$ cat src/rtl/vital_mon_pkg.sv
// Shared types and helpers for the multi-channel vital-sign alarm monitor.
// Contents:
//   ch_state_t - per-channel FSM state (NORMAL, PENDING, ALARM, ACKED)
//   ST_W       - encoded state width, used for the packed debug state bus
//   ch_w()     - channel index width, max(1, clog2(n))
package vital_mon_pkg;

  localparam int ST_W = 2;

  typedef enum logic [ST_W-1:0] {
    ST_NORMAL  = 2'd0,
    ST_PENDING = 2'd1,
    ST_ALARM   = 2'd2,
    ST_ACKED   = 2'd3
  } ch_state_t;

  function automatic int ch_w(input int n);
    return (n > 2) ? $clog2(n) : 1;
  endfunction

endpackage

$ cat src/rtl/vital_channel_fsm.sv
// One monitored channel: range compare, debounce counter, alarm FSM,
// excursion direction capture and (with ESCALATE_EN) escalation timer.
// Optional feature macro: ESCALATE_EN.
// Ports:
//   clk, reset     - clock, asynchronous active-low reset
//   en             - a sample for this channel is present this cycle
//   data, lo, hi   - sample value and this channel's limits
//   ack            - level-sampled acknowledge
//   alarm, dir     - latched alarm and its direction (1 = high excursion)
//   escalate       - alarm left unacknowledged for ESC_CYCLES clocks
//   state          - current FSM state, exported for debug
module vital_channel_fsm
  import vital_mon_pkg::*;
#(
  parameter int DATA_W     = 8,
  parameter int DEBOUNCE   = 3,
  parameter int ESC_CYCLES = 1000
) (
  input  logic              clk,
  input  logic              reset,
  input  logic              en,
  input  logic [DATA_W-1:0] data,
  input  logic [DATA_W-1:0] lo,
  input  logic [DATA_W-1:0] hi,
  input  logic              ack,
  output logic              alarm,
  output logic              dir,
  output logic              escalate,
  output ch_state_t         state
);

  localparam int              CNT_W   = $clog2(DEBOUNCE + 1);
  localparam logic [CNT_W-1:0] CNT_MAX = CNT_W'(DEBOUNCE);

  if (DEBOUNCE < 1 || ESC_CYCLES < 1) begin : g_bad_params
    $error("vital_channel_fsm: DEBOUNCE and ESC_CYCLES must be >= 1");
  end

  logic             is_high;
  logic             out_range;
  ch_state_t        state_q, state_d;
  logic [CNT_W-1:0] cnt_q, cnt_d, cnt_inc;
  logic             dir_q, dir_d;
  logic             last_in_q;

  // lo > hi makes every sample out of range; that falls out of the compares.
  assign is_high   = data > hi;
  assign out_range = (data < lo) || is_high;
  assign cnt_inc   = (cnt_q == CNT_MAX) ? cnt_q : cnt_q + CNT_W'(1);

  always_ff @(posedge clk or negedge reset) begin
    if (!reset) begin
      state_q   <= ST_NORMAL;
      cnt_q     <= '0;
      dir_q     <= 1'b0;
      last_in_q <= 1'b1;
    end else begin
      state_q <= state_d;
      cnt_q   <= cnt_d;
      dir_q   <= dir_d;
      if (en) last_in_q <= ~out_range;
    end
  end

  always_comb begin
    state_d = state_q;
    cnt_d   = cnt_q;
    dir_d   = dir_q;
    case (state_q)
      // NORMAL always holds a zero count, so cnt_inc is 1 there and both
      // states share the debounce path.
      ST_NORMAL, ST_PENDING: begin
        if (en) begin
          if (out_range) begin
            cnt_d = cnt_inc;
            if (cnt_inc == CNT_MAX) begin
              state_d = ST_ALARM;
              dir_d   = is_high;
            end else begin
              state_d = ST_PENDING;
            end
          end else begin
            cnt_d   = '0;
            state_d = ST_NORMAL;
          end
        end
      end
      ST_ALARM: begin
        // A same-cycle sample outranks the remembered status.
        if (ack) begin
          cnt_d   = '0;
          state_d = (en ? ~out_range : last_in_q) ? ST_NORMAL : ST_ACKED;
        end
      end
      ST_ACKED: begin
        if (en && !out_range) state_d = ST_NORMAL;
      end
      default: state_d = ST_NORMAL;
    endcase
  end

  assign alarm = (state_q == ST_ALARM);
  assign dir   = dir_q;
  assign state = state_q;

`ifdef ESCALATE_EN
  localparam int               ESC_W   = (ESC_CYCLES > 1) ? $clog2(ESC_CYCLES) : 1;
  localparam logic [ESC_W-1:0] ESC_MAX = ESC_W'(ESC_CYCLES - 1);

  logic [ESC_W-1:0] esc_cnt_q;
  logic             esc_q;

  // Counter is 0 on the ALARM entry edge and saturates at ESC_CYCLES-1;
  // the flag registers one edge after saturation, i.e. ESC_CYCLES clocks
  // after alarm rose.
  always_ff @(posedge clk or negedge reset) begin
    if (!reset) begin
      esc_cnt_q <= '0;
      esc_q     <= 1'b0;
    end else if (state_d != ST_ALARM) begin
      esc_cnt_q <= '0;
      esc_q     <= 1'b0;
    end else if (state_q == ST_ALARM) begin
      if (esc_cnt_q == ESC_MAX) esc_q <= 1'b1;
      else                      esc_cnt_q <= esc_cnt_q + ESC_W'(1);
    end
  end

  assign escalate = esc_q;
`else
  assign escalate = 1'b0;
`endif

endmodule

$ cat src/rtl/multi_vital_alarm_monitor.sv
// N-channel vital-sign threshold monitor. Decodes a channel-tagged sample
// stream into per-channel enables, runs one vital_channel_fsm per channel
// and produces a lowest-index-first alarm summary.
// Optional feature macro: ESCALATE_EN (per-channel escalation timers).
// Ports:
//   clk, reset               - clock, asynchronous active-low reset
//   sample_valid/ch/data     - sample stream; indices >= NUM_CH are ignored
//   lo_thresh, hi_thresh     - packed limits, channel i at [i*DATA_W +: DATA_W]
//   ack                      - per-channel acknowledge, level-sampled
//   alarm, alarm_dir         - latched alarms and excursion direction
//   alarm_any, top_ch        - OR of alarms, lowest alarmed channel (0 if none)
//   escalate                 - per-channel escalation (0 without ESCALATE_EN)
//   ch_state                 - packed per-channel FSM state, debug only
module multi_vital_alarm_monitor
  import vital_mon_pkg::*;
#(
  parameter  int NUM_CH     = 4,
  parameter  int DATA_W     = 8,
  parameter  int DEBOUNCE   = 3,
  parameter  int ESC_CYCLES = 1000,
  localparam int CH_W       = ch_w(NUM_CH)
) (
  input  logic                     clk,
  input  logic                     reset,
  input  logic                     sample_valid,
  input  logic [CH_W-1:0]          sample_ch,
  input  logic [DATA_W-1:0]        sample_data,
  input  logic [NUM_CH*DATA_W-1:0] lo_thresh,
  input  logic [NUM_CH*DATA_W-1:0] hi_thresh,
  input  logic [NUM_CH-1:0]        ack,
  output logic [NUM_CH-1:0]        alarm,
  output logic [NUM_CH-1:0]        alarm_dir,
  output logic                     alarm_any,
  output logic [CH_W-1:0]          top_ch,
  output logic [NUM_CH-1:0]        escalate,
  output logic [NUM_CH*ST_W-1:0]   ch_state
);

  // Only indices 0..NUM_CH-1 get a decoder, so an out-of-range index
  // enables nothing and every channel holds.
  for (genvar i = 0; i < NUM_CH; i++) begin : g_ch
    logic en;
    assign en = sample_valid && (sample_ch == CH_W'(i));

    vital_channel_fsm #(
      .DATA_W    (DATA_W),
      .DEBOUNCE  (DEBOUNCE),
      .ESC_CYCLES(ESC_CYCLES)
    ) u_ch (
      .clk     (clk),
      .reset   (reset),
      .en      (en),
      .data    (sample_data),
      .lo      (lo_thresh[i*DATA_W +: DATA_W]),
      .hi      (hi_thresh[i*DATA_W +: DATA_W]),
      .ack     (ack[i]),
      .alarm   (alarm[i]),
      .dir     (alarm_dir[i]),
      .escalate(escalate[i]),
      .state   (ch_state[i*ST_W +: ST_W])
    );
  end

  assign alarm_any = |alarm;

  // Scan downward so the lowest alarmed index wins.
  always_comb begin
    top_ch = '0;
    for (int i = NUM_CH - 1; i >= 0; i--) begin
      if (alarm[i]) top_ch = CH_W'(i);
    end
  end

endmodule
$ cat config.mk
export PLATFORM = sky130hd
export DESIGN_NAME = multi_vital_alarm_monitor
export DESIGN_NICKNAME = d
export VERILOG_FILES = /design/src/rtl/vital_mon_pkg.sv /design/src/rtl/vital_channel_fsm.sv /design/src/rtl/multi_vital_alarm_monitor.sv
export SDC_FILE = /design/constraint.sdc
export NUM_CORES = 1
export LEC_CHECK = 0
export CAP_MARGIN = 20
export CORE_MARGIN = 4
export CORE_UTILIZATION = 42
export CTS_CLUSTER_SIZE = 16
export DETAILED_ROUTE_END_ITERATION = 10
export PLACE_DENSITY = 0.79
export SLEW_MARGIN = 30
export SYNTH_ARGS = -nofsm -noshare
export SYNTH_HDL_FRONTEND = slang
export SYNTH_SLANG_ARGS = --single-unit
export TNS_END_PERCENT = 5
$ cat constraint.sdc
create_clock -name clk -period 1.4 [get_ports clk]
set_input_delay 0.21 -clock clk [delete_from_list [all_inputs] [get_ports clk]]
set_output_delay 0.21 -clock clk [all_outputs]
set_load 0.02 [all_outputs]
# --- Word level (Yosys, flattened, before mapping) ---
# Cells that the tools add are included.
op_classes:
  n_addsub: 4
  n_lt_le_gt_ge: 8
  n_eq_ne: 35
  n_mux: 56
  bitwise: 4
  n_reduce_logical: 42
op_table:
  columns: ["op", "count"]
  rows:
  - ["2-bit 2-to-1 mux", 44]
  - ["2-bit == test, second input constant", 18]
  - ["8-bit > comparator", 4]
  - ["8-bit less-than comparator", 4]
  - ["2-bit one-hot mux with 3 select lines", 4]
  - ["3-bit AND reduction", 8]
  - ["2-bit by 1-bit != test with 1-bit output, second input constant", 8]
  - ["2-bit one-hot mux with 2 select lines", 4]
  - ["4-bit AND reduction", 4]
  - ["2-bit by 1-bit == test with 1-bit output, second input constant", 5]
  - ["2-bit logical NOT", 5]
  - ["2-bit by 1-bit adder with 2-bit output, second input constant", 4]
  - ["1-bit logical AND", 8]
  - ["2-bit != test, second input constant", 4]
  - ["2-bit nonzero test", 4]
  - ["2-bit OR reduction", 4]
  - ["1-bit logical NOT", 4]
  - ["1-bit logical OR", 4]
  - ["1-bit 2-to-1 mux", 4]
  - ["1-bit NOT", 4]
  - ["4-bit OR reduction", 1]
totals:
  reg_bits: 24
  in_bits: 81
  output_inout_bits: 23
  word_cells: 165

# --- Longest topological paths before layout ---
# Gate-level depths: netlist (run 1).
depth:
  word_depth: 7
  depth_mapped: 9
  mapped_depth_nobuf: 9

# --- By module ---
# Synthesis (run 1) repeated with hierarchy kept, for this count alone.
hier_totals:
  hier_cells: 372
  area_unflattened_um2: 3009.1
by_module_without_submodules:
  columns: ["module", "instances", "cells_per_inst", "area_each_um2"]
  rows:
  - ["vital_channel_fsm (g_ch[0].u_ch ...)", 3, 91, 735.7]
  - ["vital_channel_fsm (g_ch[3].u_ch)", 1, 87, 719.4]
  - ["multi_vital_alarm_monitor", 1, 12, 82.6]

# --- Worst setup path after synthesis (run 1) ---
# OpenSTA, ideal clock, no wires.
synth_timing:
  path_kind: "input to register"
  startpoint: "input port lo_thresh[7]"
  endpoint: "register g_ch[0].u_ch.dir_q"
  arrival_ns: 1.672
  required_ns: 1.275
  slack_ns: -0.397
  cell_stages: 9
  path_buffers: 0
  cell_sequence: "inv_1 -> ha_1 -> and3_1 -> a221oi_2 -> o31ai_1 -> nand3_2 -> and2_4 -> nand2_1 -> mux2_4"
synth_between:
  elab_chain_len: 3
synth_lines:
  columns: ["element", "line_no", "rtl"]
  rows:
  - ["start: declaration", "multi_vital_alarm_monitor.sv:28", "input logic [NUM_CH*DATA_W-1:0] lo_thresh,"]
  - ["8-bit less-than comparator", "vital_channel_fsm.sv:48", "assign out_range = (data < lo) || is_high;"]
  - ["1-bit logical OR", "vital_channel_fsm.sv:48", null]
  - ["4-bit AND reduction (no line)", null, null]
  - ["end signal: assignment", "vital_channel_fsm.sv:60", "dir_q <= dir_d;"]
  - ["end: declaration", "vital_channel_fsm.sv:43", "logic dir_q, dir_d;"]
# Every way passes these cells.
# A chain may end at the register's enable or synchronous reset.

# --- Worst setup path after layout (run 1) ---
# Ends and elaborated chain as after synthesis.

==> results of run 1 <==
## worst max-delay path, stage by stage
cell	delay [ns]
sky130_fd_sc_hd__dlygate4sd2_1	0.23
sky130_fd_sc_hd__inv_2	0.06
sky130_fd_sc_hd__ha_4	0.26
sky130_fd_sc_hd__and3_4	0.21
sky130_fd_sc_hd__nand2_4	0.05
sky130_fd_sc_hd__o31ai_4	0.28
sky130_fd_sc_hd__nand3_2	0.17
sky130_fd_sc_hd__and2_4	0.18
sky130_fd_sc_hd__nand2_2	0.08
sky130_fd_sc_hd__mux2_4	0.31
## final cells by class
cell class,count,share of cell area
clock buffer,4,0.0102
inverter,58,0.0421
multi-input combinational,254,0.541
sequential,24,0.112
tap,77,0.0178
timing repair buffer,171,0.277
## synth_stat cells
cell type,number
sky130_fd_sc_hd__dfrtp_1,20
sky130_fd_sc_hd__or3_1,4
sky130_fd_sc_hd__a22o_1,4
sky130_fd_sc_hd__a21oi_1,25
sky130_fd_sc_hd__conb_1,1
sky130_fd_sc_hd__nand3_1,1
sky130_fd_sc_hd__clkbuf_1,2
sky130_fd_sc_hd__o211ai_1,4
sky130_fd_sc_hd__mux2_4,4
sky130_fd_sc_hd__o21a_1,4
sky130_fd_sc_hd__a2111oi_2,4
sky130_fd_sc_hd__nor3_1,1
sky130_fd_sc_hd__nor2_1,19
sky130_fd_sc_hd__nand2b_1,8
sky130_fd_sc_hd__o21ai_0,12
sky130_fd_sc_hd__a211o_1,4
sky130_fd_sc_hd__nand4_1,8
sky130_fd_sc_hd__nand3_2,4
sky130_fd_sc_hd__and2b_1,2
sky130_fd_sc_hd__nand3b_1,6
sky130_fd_sc_hd__a211oi_1,8
sky130_fd_sc_hd__o21ai_1,4
sky130_fd_sc_hd__nor2b_1,9
sky130_fd_sc_hd__buf_4,12
sky130_fd_sc_hd__and3_1,4
sky130_fd_sc_hd__o31ai_1,4
sky130_fd_sc_hd__ha_1,60
sky130_fd_sc_hd__inv_1,58
sky130_fd_sc_hd__dfstp_2,4
sky130_fd_sc_hd__a21o_1,4
sky130_fd_sc_hd__and2_4,4
sky130_fd_sc_hd__or3b_1,5
sky130_fd_sc_hd__a31oi_1,1
sky130_fd_sc_hd__a221oi_2,4
sky130_fd_sc_hd__nand2_1,29
## per-layer routing
metal / track usage / wire, µm / part of all wire / up-vias
li1: - / - / - / 1539
met1: 0.274 / 4330 / 0.36 / 1631
met2: 0.504 / 6470 / 0.54 / 148
met3: 0.0504 / 672 / 0.057 / 43
met4: 0.113 / 414 / 0.035 / 0
met5: 0 / 0 / 0 / -
## timing repair
| action | in CTS | in global routing |
|---|---|---|
| setup buffers | 11 | 13 |
| gates resized for setup | 257 | 41 |
| pin swaps | 77 | 28 |
| setup endpoints to repair | 43 | 30 |
## registers in the layout (all words and copies together) (netlist names)
register	count
g_ch.u_ch.cnt_q	8
g_ch.u_ch.state	8
g_ch.u_ch.dir	4
g_ch.u_ch.last_in_q	4
## kinds of logic after synthesis
kind of cell,Yosys count
compound gates,82
flops,24
simple gates,104
buf+inv,72
other cells,1
mux,4
fa+ha+maj,60
## stage by stage
step | total power [mW] | TNS [ns]
after floorplan | 2.56 | -3.87
after global placement | 3.68 | -22.21
after detailed placement | 3.78 | -23.85
after CTS | 4.39 | -7.84
after global routing | 4.95 | -10.22
final | 4.71 | -8.75
## power by group
part	total (mW)	internal (mW)	switching (mW)
clock	0.474	0.251	0.223
combinational	3.03	1.51	1.52
sequential	1.20	0.965	0.238
## path summary, 6_finish.rpt
| path | end | slack, ns |
|---|---|---|
| max | g_ch[0].u_ch.dir | -0.48 |
| min | g_ch[1].u_ch.state[1] | 0.28 |
| max reg2reg | g_ch[0].u_ch.state[1] | -0.34 |
| min reg2reg | g_ch[1].u_ch.last_in_q | 0.49 |
| max in group asynchronous | g_ch[2].u_ch.last_in_q | 0.82 |
| min in group clk | g_ch[1].u_ch.last_in_q | 0.49 |
==> flow_metrics.py, run 1 <==
metrics = {
    "setup_path": {
        "cp_data_arrival_time_ns": 2.04,
        "crit_path_start_kind": "primary input",
        "critPathLaunch": "lo_thresh[7]",
        "worstPathRequired_ns": 1.56,
        "setup.worst_path.class": "primary input to flip-flop",
        "worstPathMaxFanout": 5,
        "regToRegStartpoint": "g_ch[0].u_ch.state[1]",
        "worstRegToRegCells": 7,
        "worst_setup_path_end_kind": "flip-flop",
    },
    "finish": {
        "num-nets-final": 653,
        "sequential_cell_area_um2": 606,
        "num-fill-cells": 360,
        "syn_to_final_growth_pct": 87.2,
        "fin_cells": 588,
        "final_core_utilization": 0.829,
        "postLayoutCellArea_um2": 5410,
        "multiInputGateArea_um2": 2930,
        "mostFrequentLayoutCell": "sky130_fd_sc_hd__buf_4",
        "antennaDiodeCount": 0,
        "drive_above_1_share": 0.493,
        "mostFrequentLayoutCells": "sky130_fd_sc_hd__buf_4 (63), sky130_fd_sc_hd__dlygate4sd2_1 (60), sky130_fd_sc_hd__ha_4 (49)",
    },
    "routing": {
        "routed-via-count": 3361,
        "final_antenna_net_count": 0,
        "drt_iter0_drc": 164,
        "drt_wl_total_mm": 11.9,
        "route.detailed.vias_per_inst": 5.72,
        "drtPass1Iterations": 4,
        "route.detailed.wl_per_inst_um": 20.2,
        "drt_drc_violations_left": 0,
    },
    "place": {
        "post_dp_cell_area_um2": 4500,
        "placedCellCount": 562,
        "gp_congestion": 0.813,
        "place.detailed.hpwl_mm": 7.06,
        "io_buffer_count": 99,
        "dp_worst_setup_slack_ns": -1.05,
    },
    "global_route": {
        "grt_overflow_total": 0,
        "grt.total_usage": 0.262,
        "grt_pass1_wl_mm": 17.5,
        "antenna_found_initial": 0,
        "grt_start_max_net_pins": 25,
        "grt_pass1_vias": 3642,
    },
    "floorplanning": {
        "io_count": 104,
        "placement_rows": 29,
        "initial_core_util": 0.443,
        "area_enclosed_by_the_die_boundary_um2": 8280,
        "design.core.area_um2": 6530,
        "chipWidth_um": 91.0,
        "floorplan.die.height_um": 91.0,
    },
    "timing": {
        "setup_slack_ns": -0.482,
        "final_setup_violation_count": 26,
        "final_period_minus_worst_setup_slack_ns": 1.88,
        "rsz0062_at_grt": "true",
        "period_share": 1.34,
        "clock.fmax_mhz": 531,
        "fin_worst_skew_ns": 0.00345,
        "finalHoldWorstSlack_ns": 0.282,
        "timing_max_transition_violations_final": 0,
        "final_hold_viol_count": 0,
    },
    "hold_path": {
        "holdCritPathClass": "primary input to asynchronous set/reset pin",
    },
    "clock_network": {
        "clock_path_buffers": 2,
        "cts_root_buffer": "sky130_fd_sc_hd__clkbuf_8",
        "cts_max_level": 1,
        "cts.reportedPaths.clkPinSlew_ns": 0.08,
        "cts_tree": "done",
        "postCtsHoldBufs": 0,
        "clkLatencyLatePin_ns": 0.27,
        "numClockSinks": 24,
        "numCtsBuffers": 3,
    },
    "outcome": {
        "failed_checks": "negative setup slack",
        "outcome": "finished, violations left",
    },
    "synthesis": {
        "yosys.area.top_type_share": 0.260,
        "syn-mean-instance-area_um2": 8.34,
        "synth_xor_xnor_area_share": 0,
        "postSynthRegisterBits": 24,
        "post_synth_num_cell_types": 35,
        "ys_warn_count": 0,
        "yosys.area_share.adder": 0.260,
        "multiplexer_share_of_the_synthesized_area": 0.0208,
        "synth-seq-area-share": 0.209,
        "ranking_of_synthesized_cells_by_area": "sky130_fd_sc_hd__ha_1 (26%), sky130_fd_sc_hd__dfrtp_1 (17%), sky130_fd_sc_hd__inv_1 (7.5%)",
        "synth.cell_area_um2": 2890,
        "synthSimpleGateAreaFrac": 0.199,
        "synth.largest_area_cell": "sky130_fd_sc_hd__ha_1",
        "post_synthesis_compound_gate_area_fraction": 0.201,
        "netlist_instances": 347,
        "synth_top_family_by_area": "adder cells",
    },
    "power": {
        "powerDensity_nw_per_um2": 870,
        "irDropWorstVdd_mv": 0.851,
        "power.static_leakage_nw": 2.45,
    },
    "run": {
        "maxCapViolCount": 0,
    },
}
Note: power is estimated with default switching activity, not from simulation.
==> run 2: changes to the inputs <==
--- a/config.mk
+++ b/config.mk
@@ -7,10 +7,10 @@
 export LEC_CHECK = 0
 export CAP_MARGIN = 20
 export CORE_MARGIN = 4
-export CORE_UTILIZATION = 42
+export CORE_UTILIZATION = 46
 export CTS_CLUSTER_SIZE = 16
 export DETAILED_ROUTE_END_ITERATION = 10
-export PLACE_DENSITY = 0.79
+export PLACE_DENSITY = 0.82
 export SLEW_MARGIN = 30
 export SYNTH_ARGS = -nofsm -noshare
 export SYNTH_HDL_FRONTEND = slang
==> constraint.sdc (replaced) <==
create_clock -name clk -period 2 [get_ports clk]
set_input_delay 0.3 -clock clk [delete_from_list [all_inputs] [get_ports clk]]
set_output_delay 0.3 -clock clk [all_outputs]
set_load 0.02 [all_outputs]
==> flow_metrics.py, run 2 (synthesized netlist as in run 1, its figures left out) <==
metrics = {
    "outcome": {
        "outcome": "finished, violations left",
        "failed_checks": "negative setup slack",
    },
    "setup_path": {
        "setup.worst_path.class": "primary input to flip-flop",
        "worst_setup_path_end_kind": "flip-flop",
        "worst_path_max_delay_cell": "sky130_fd_sc_hd__o31ai_2",
        "path_delay_family": "compound AO/OA/AOI/OAI gates",
        "crit_path_start_kind": "primary input",
        "worstPathMaxFanout": 6,
        "worstPathRequired_ns": 2.16,
        "cp_data_arrival_time_ns": 2.36,
        "critPathBufInv": 3,
        "longest_individual_stage_delay_on_the_worst_path_ns": 0.33,
        "worstPathCellList": "clkbuf_2, buf_6, buf_12, ha_4, and3_4, nand2_1, o31ai_2, nand3_2, a211oi_1, or3_1, a21oi_1",
    },
    "routing": {
        "final_antenna_net_count": 0,
        "route.detailed.wl_per_inst_um": 25.9,
        "drt_iter0_drc": 258,
        "route.detailed.vias_per_inst": 6.30,
        "routed-via-count": 3577,
        "drt_wl_total_mm": 14.7,
        "drt_drc_violations_left": 0,
        "drtPass1Iterations": 5,
    },
    "clock_network": {
        "clock_path_buffers": 2,
        "cts_tree": "done",
        "numCtsBuffers": 3,
        "cts.reportedPaths.clkPinSlew_ns": 0.09,
        "cts_root_buffer": "sky130_fd_sc_hd__clkbuf_8",
        "numClockSinks": 24,
        "cts_max_level": 1,
        "postCtsHoldBufs": 0,
        "clkLatencyLatePin_ns": 0.28,
    },
    "timing": {
        "setup_slack_ns": -0.200,
        "fin_worst_skew_ns": 0.00209,
        "period_share": 1.10,
        "final_hold_viol_count": 0,
        "post_route_setup_tns_ns": -1.31,
        "rsz0062_at_grt": "true",
        "finalHoldWorstSlack_ns": 0.394,
        "final_period_minus_worst_setup_slack_ns": 2.20,
        "final_setup_violation_count": 15,
        "clock.fmax_mhz": 455,
        "timing_max_transition_violations_final": 0,
    },
    "finish": {
        "mostFrequentLayoutCells": "sky130_fd_sc_hd__dlymetal6s2s_1 (52), sky130_fd_sc_hd__inv_2 (42), sky130_fd_sc_hd__ha_4 (42), sky130_fd_sc_hd__buf_4 (42), sky130_fd_sc_hd__clkdlybuf4s50_1 (36)",
        "sequential_cell_area_um2": 606,
        "drive_above_1_share": 0.424,
        "multiInputGateArea_um2": 2790,
        "fin_cells": 568,
        "final_core_utilization": 0.885,
        "num-fill-cells": 238,
        "mostFrequentLayoutCell": "sky130_fd_sc_hd__dlymetal6s2s_1",
        "syn_to_final_growth_pct": 84.3,
        "num-nets-final": 633,
    },
    "global_route": {
        "grt_overflow_total": 0,
        "grt_start_max_net_pins": 25,
        "grt.total_usage": 0.250,
        "antenna_found_initial": 2,
        "grt_pass1_vias": 3348,
        "grt_pass1_wl_mm": 15.1,
    },
    "place": {
        "io_buffer_count": 99,
        "place.detailed.hpwl_mm": 7.10,
        "gp_congestion": 0.817,
        "dp_worst_setup_slack_ns": -0.637,
        "placedCellCount": 552,
    },
    "floorplanning": {
        "initial_core_util": 0.480,
        "area_enclosed_by_the_die_boundary_um2": 7620,
        "io_count": 104,
        "placement_rows": 28,
        "chipWidth_um": 87.3,
        "floorplan.die.height_um": 87.3,
        "design.core.area_um2": 6030,
    },
    "power": {
        "power.static_leakage_nw": 2.70,
        "irDropWorstVdd_mv": 0.637,
        "powerDensity_nw_per_um2": 638,
    },
    "run": {
        "maxCapViolCount": 0,
    },
    "hold_path": {
        "holdCritPathClass": "primary input to asynchronous set/reset pin",
    },
}
-- run 2: metal layers --
layer | up-vias | share of wire | GRT usage
met4 | 0 | 0.10 | 0.0962
li1 | 1501 | - | -
met5 | - | 0 | 0
met1 | 1669 | 0.32 | 0.283
met2 | 274 | 0.50 | 0.466
met3 | 133 | 0.076 | 0.0378
-- run 2: metrics by stage --
step                cell area (µm²)  total power [mW]
CTS                            4530              2.93
global placement               4220              2.46
floorplan                      2900              1.74
global route                   5330              3.55
detailed placement             4220              2.52
finish                         5330              3.40
-- run 2: worst register-to-register path: stages (launching register included) --
cell and delay (ns):
sky130_fd_sc_hd__dfrtp_1 0.40, sky130_fd_sc_hd__and2b_1 0.23, sky130_fd_sc_hd__buf_4 0.16, sky130_fd_sc_hd__a21oi_1 0.28
sky130_fd_sc_hd__a211oi_2 0.13, sky130_fd_sc_hd__or3_4 0.40, sky130_fd_sc_hd__a21oi_2 0.15
-- run 2: power breakdown --
part	total [mW]	internal, mW	switching, mW	leakage (nW)
clock network	0.357	0.177	0.180	0.0288
logic	2.19	1.09	1.10	2.39
registers	0.855	0.675	0.179	0.288
-- run 2: final cells by class --
| class | instances | share of cell area |
|---|---|---|
| Sequential cell | 24 | 0.114 |
| Multi-Input combinational cell | 254 | 0.524 |
| Clock buffer | 4 | 0.0103 |
| Tap cell | 75 | 0.0176 |
| Inverter | 58 | 0.0408 |
| Antenna cell | 2 | 0.000939 |
| Timing Repair Buffer | 151 | 0.293 |
-- run 2: worst paths after layout --
path                       slack, ns                     end                   start  cells past startpoint
max                            -0.20   g_ch[0].u_ch.state[0]          sample_data[5]                     11
min                             0.39   g_ch[0].u_ch.state[0]                   reset                      2
max reg2reg                     0.18   g_ch[3].u_ch.state[0]   g_ch[3].u_ch.state[0]                      6
min reg2reg                     0.52  g_ch[1].u_ch.last_in_q  g_ch[1].u_ch.last_in_q                      2
max in group asynchronous       1.30  g_ch[2].u_ch.last_in_q                   reset                      2
min in group clk                0.52  g_ch[1].u_ch.last_in_q  g_ch[1].u_ch.last_in_q                      2
-- run 2: what timing repair did --
item                                    in CTS  in global routing
buffers inserted                             3                  7
endpoints found under the setup margin      25                 20
pin swaps                                   19                 64
resized for setup                           47                186
==> run 3: changes to the inputs <==
--- a/config.mk
+++ b/config.mk
@@ -10,8 +10,8 @@
 export CORE_UTILIZATION = 46
 export CTS_CLUSTER_SIZE = 16
 export DETAILED_ROUTE_END_ITERATION = 10
+export MAX_ROUTING_LAYER = met4
 export PLACE_DENSITY = 0.82
-export SLEW_MARGIN = 30
 export SYNTH_ARGS = -nofsm -noshare
 export SYNTH_HDL_FRONTEND = slang
 export SYNTH_SLANG_ARGS = --single-unit
==> flow_metrics.py, run 3 (synthesized netlist as in run 1, its figures left out) <==
metrics = {
    "global_route": {
        "grt.total_usage": 0.258,
        "met3_usage": 0.0397,
        "grt_overflow_total": 0,
        "antenna_found_initial": 2,
        "grt_pass1_vias": 3343,
        "grt_busiest_layer": "met2",
        "grt_util_met2": 0.466,
        "grt_pass1_wl_mm": 15.1,
        "grt_start_max_net_pins": 25,
        "grt_use_met1": 0.283,
    },
    "run": {
        "maxCapViolCount": 0,
    },
    "finish": {
        "multiInputGateArea_um2": 2790,
        "sequential_cell_area_um2": 606,
        "num-fill-cells": 235,
        "num-nets-final": 633,
        "drive_above_1_share": 0.424,
        "fin_cells": 569,
        "mostFrequentLayoutCells": "sky130_fd_sc_hd__dlymetal6s2s_1 (52), sky130_fd_sc_hd__inv_2 (42), sky130_fd_sc_hd__ha_4 (42), sky130_fd_sc_hd__buf_4 (42), sky130_fd_sc_hd__clkdlybuf4s50_1 (36)",
        "syn_to_final_growth_pct": 84.3,
        "mostFrequentLayoutCell": "sky130_fd_sc_hd__dlymetal6s2s_1",
        "final_core_utilization": 0.885,
    },
    "timing": {
        "final_period_minus_worst_setup_slack_ns": 2.30,
        "finalHoldWorstSlack_ns": 0.390,
        "post_route_setup_tns_ns": -1.88,
        "final_setup_violation_count": 18,
        "setup_slack_ns": -0.296,
        "period_share": 1.15,
        "clock.fmax_mhz": 436,
        "fin_worst_skew_ns": 0.00171,
        "final_hold_viol_count": 0,
        "timing_max_transition_violations_final": 0,
        "rsz0062_at_grt": "true",
    },
    "routing": {
        "drt_wl_total_mm": 15.3,
        "drt_iter0_drc": 266,
        "drtPass1Iterations": 5,
        "route.detailed.vias_per_inst": 6.56,
        "final_antenna_net_count": 0,
        "route.detailed.wl_per_inst_um": 26.8,
        "drt_drc_violations_left": 0,
        "routed-via-count": 3735,
    },
    "place": {
        "placedCellCount": 552,
        "gp_congestion": 0.829,
        "io_buffer_count": 99,
        "place.detailed.hpwl_mm": 7.10,
    },
    "clock_network": {
        "clock_path_buffers": 2,
        "cts_tree": "done",
        "cts.reportedPaths.clkPinSlew_ns": 0.09,
        "clkLatencyLatePin_ns": 0.28,
        "numCtsBuffers": 3,
        "cts_root_buffer": "sky130_fd_sc_hd__clkbuf_8",
        "cts_max_level": 1,
        "numClockSinks": 24,
    },
    "power": {
        "power_mw": 3.44,
        "powerDensity_nw_per_um2": 645,
        "irDropWorstVdd_mv": 0.676,
        "power.static_leakage_nw": 2.71,
    },
    "floorplanning": {
        "io_count": 104,
        "chipWidth_um": 87.3,
        "initial_core_util": 0.480,
        "area_enclosed_by_the_die_boundary_um2": 7620,
        "floorplan.die.height_um": 87.3,
        "design.core.area_um2": 6030,
        "placement_rows": 28,
    },
    "outcome": {
        "failed_checks": "negative setup slack",
        "outcome": "finished, violations left",
    },
    "setup_path": {
        "worstPathRequired_ns": 2.20,
        "crit_path_start_kind": "primary input",
        "cp_data_arrival_time_ns": 2.50,
        "worst_setup_path_end_kind": "flip-flop",
        "worstPathMaxFanout": 6,
        "setup.worst_path.class": "primary input to flip-flop",
    },
    "hold_path": {
        "holdCritPathClass": "primary input to asynchronous set/reset pin",
    },
}
[run 3: worst max-delay path: stages]
cell and delay [ns]:
sky130_fd_sc_hd__clkbuf_2 0.09, sky130_fd_sc_hd__buf_6 0.14, sky130_fd_sc_hd__buf_12 0.14, sky130_fd_sc_hd__ha_4 0.23, sky130_fd_sc_hd__and3_4 0.18, sky130_fd_sc_hd__a221oi_4 0.44
sky130_fd_sc_hd__o31ai_2 0.17, sky130_fd_sc_hd__nand3_2 0.16, sky130_fd_sc_hd__a211oi_1 0.08, sky130_fd_sc_hd__or3_1 0.39, sky130_fd_sc_hd__a21oi_1 0.17
[run 3: what timing repair did]
action                     in CTS  in global routing
setup endpoints to repair      25                 20
buffers inserted                3                  7
hold buffers                    0                  0
resized for setup              47                186
pin swaps                      19                 64
gates cloned                    0                  0
[run 3: power by group]
part	internal, mW	switching (mW)	total, mW
logic	1.09	1.13	2.22
registers	0.675	0.184	0.859
clock network	0.177	0.178	0.355
[run 3: through the flow]
step                      worst slack [ns]  instance area [µm²]
after floorplan                      0.113                 2900
after global placement              -0.584                 4220
after detailed placement            -0.637                 4220
after CTS                           -0.146                 4530
after global routing                -0.348                 5330
final                               -0.296                 5330
[run 3: metal layers]
| metal | vias up | wire length [µm] |
|---|---|---|
| met5 | - | 0 |
| li1 | 1498 | - |
| met2 | 302 | 7660 |
| met4 | 0 | 1540 |
| met1 | 1777 | 4900 |
| met3 | 158 | 1150 |
[run 3: area by class of cell]
type	instances	area share
Sequential cell	24	0.114
Antenna cell	3	0.00141
Inverter	58	0.0408
Timing Repair Buffer	151	0.293
Clock buffer	4	0.0103
Multi-Input combinational cell	254	0.523
Tap cell	75	0.0176
[run 3: final timing paths]
check	start	to	slack, ns	cells after the start
hold / removal	reset	g_ch[0].u_ch.state[0]	0.39	2
hold reg to reg	g_ch[1].u_ch.last_in_q	g_ch[1].u_ch.last_in_q	0.51	2
max in group asynchronous	reset	g_ch[1].u_ch.last_in_q	1.30	2
setup / recovery	sample_data[5]	g_ch[0].u_ch.state[0]	-0.30	11
min in group clk	g_ch[1].u_ch.last_in_q	g_ch[1].u_ch.last_in_q	0.51	2
setup reg to reg	g_ch[2].u_ch.state[0]	g_ch[2].u_ch.state[1]	0.15	5
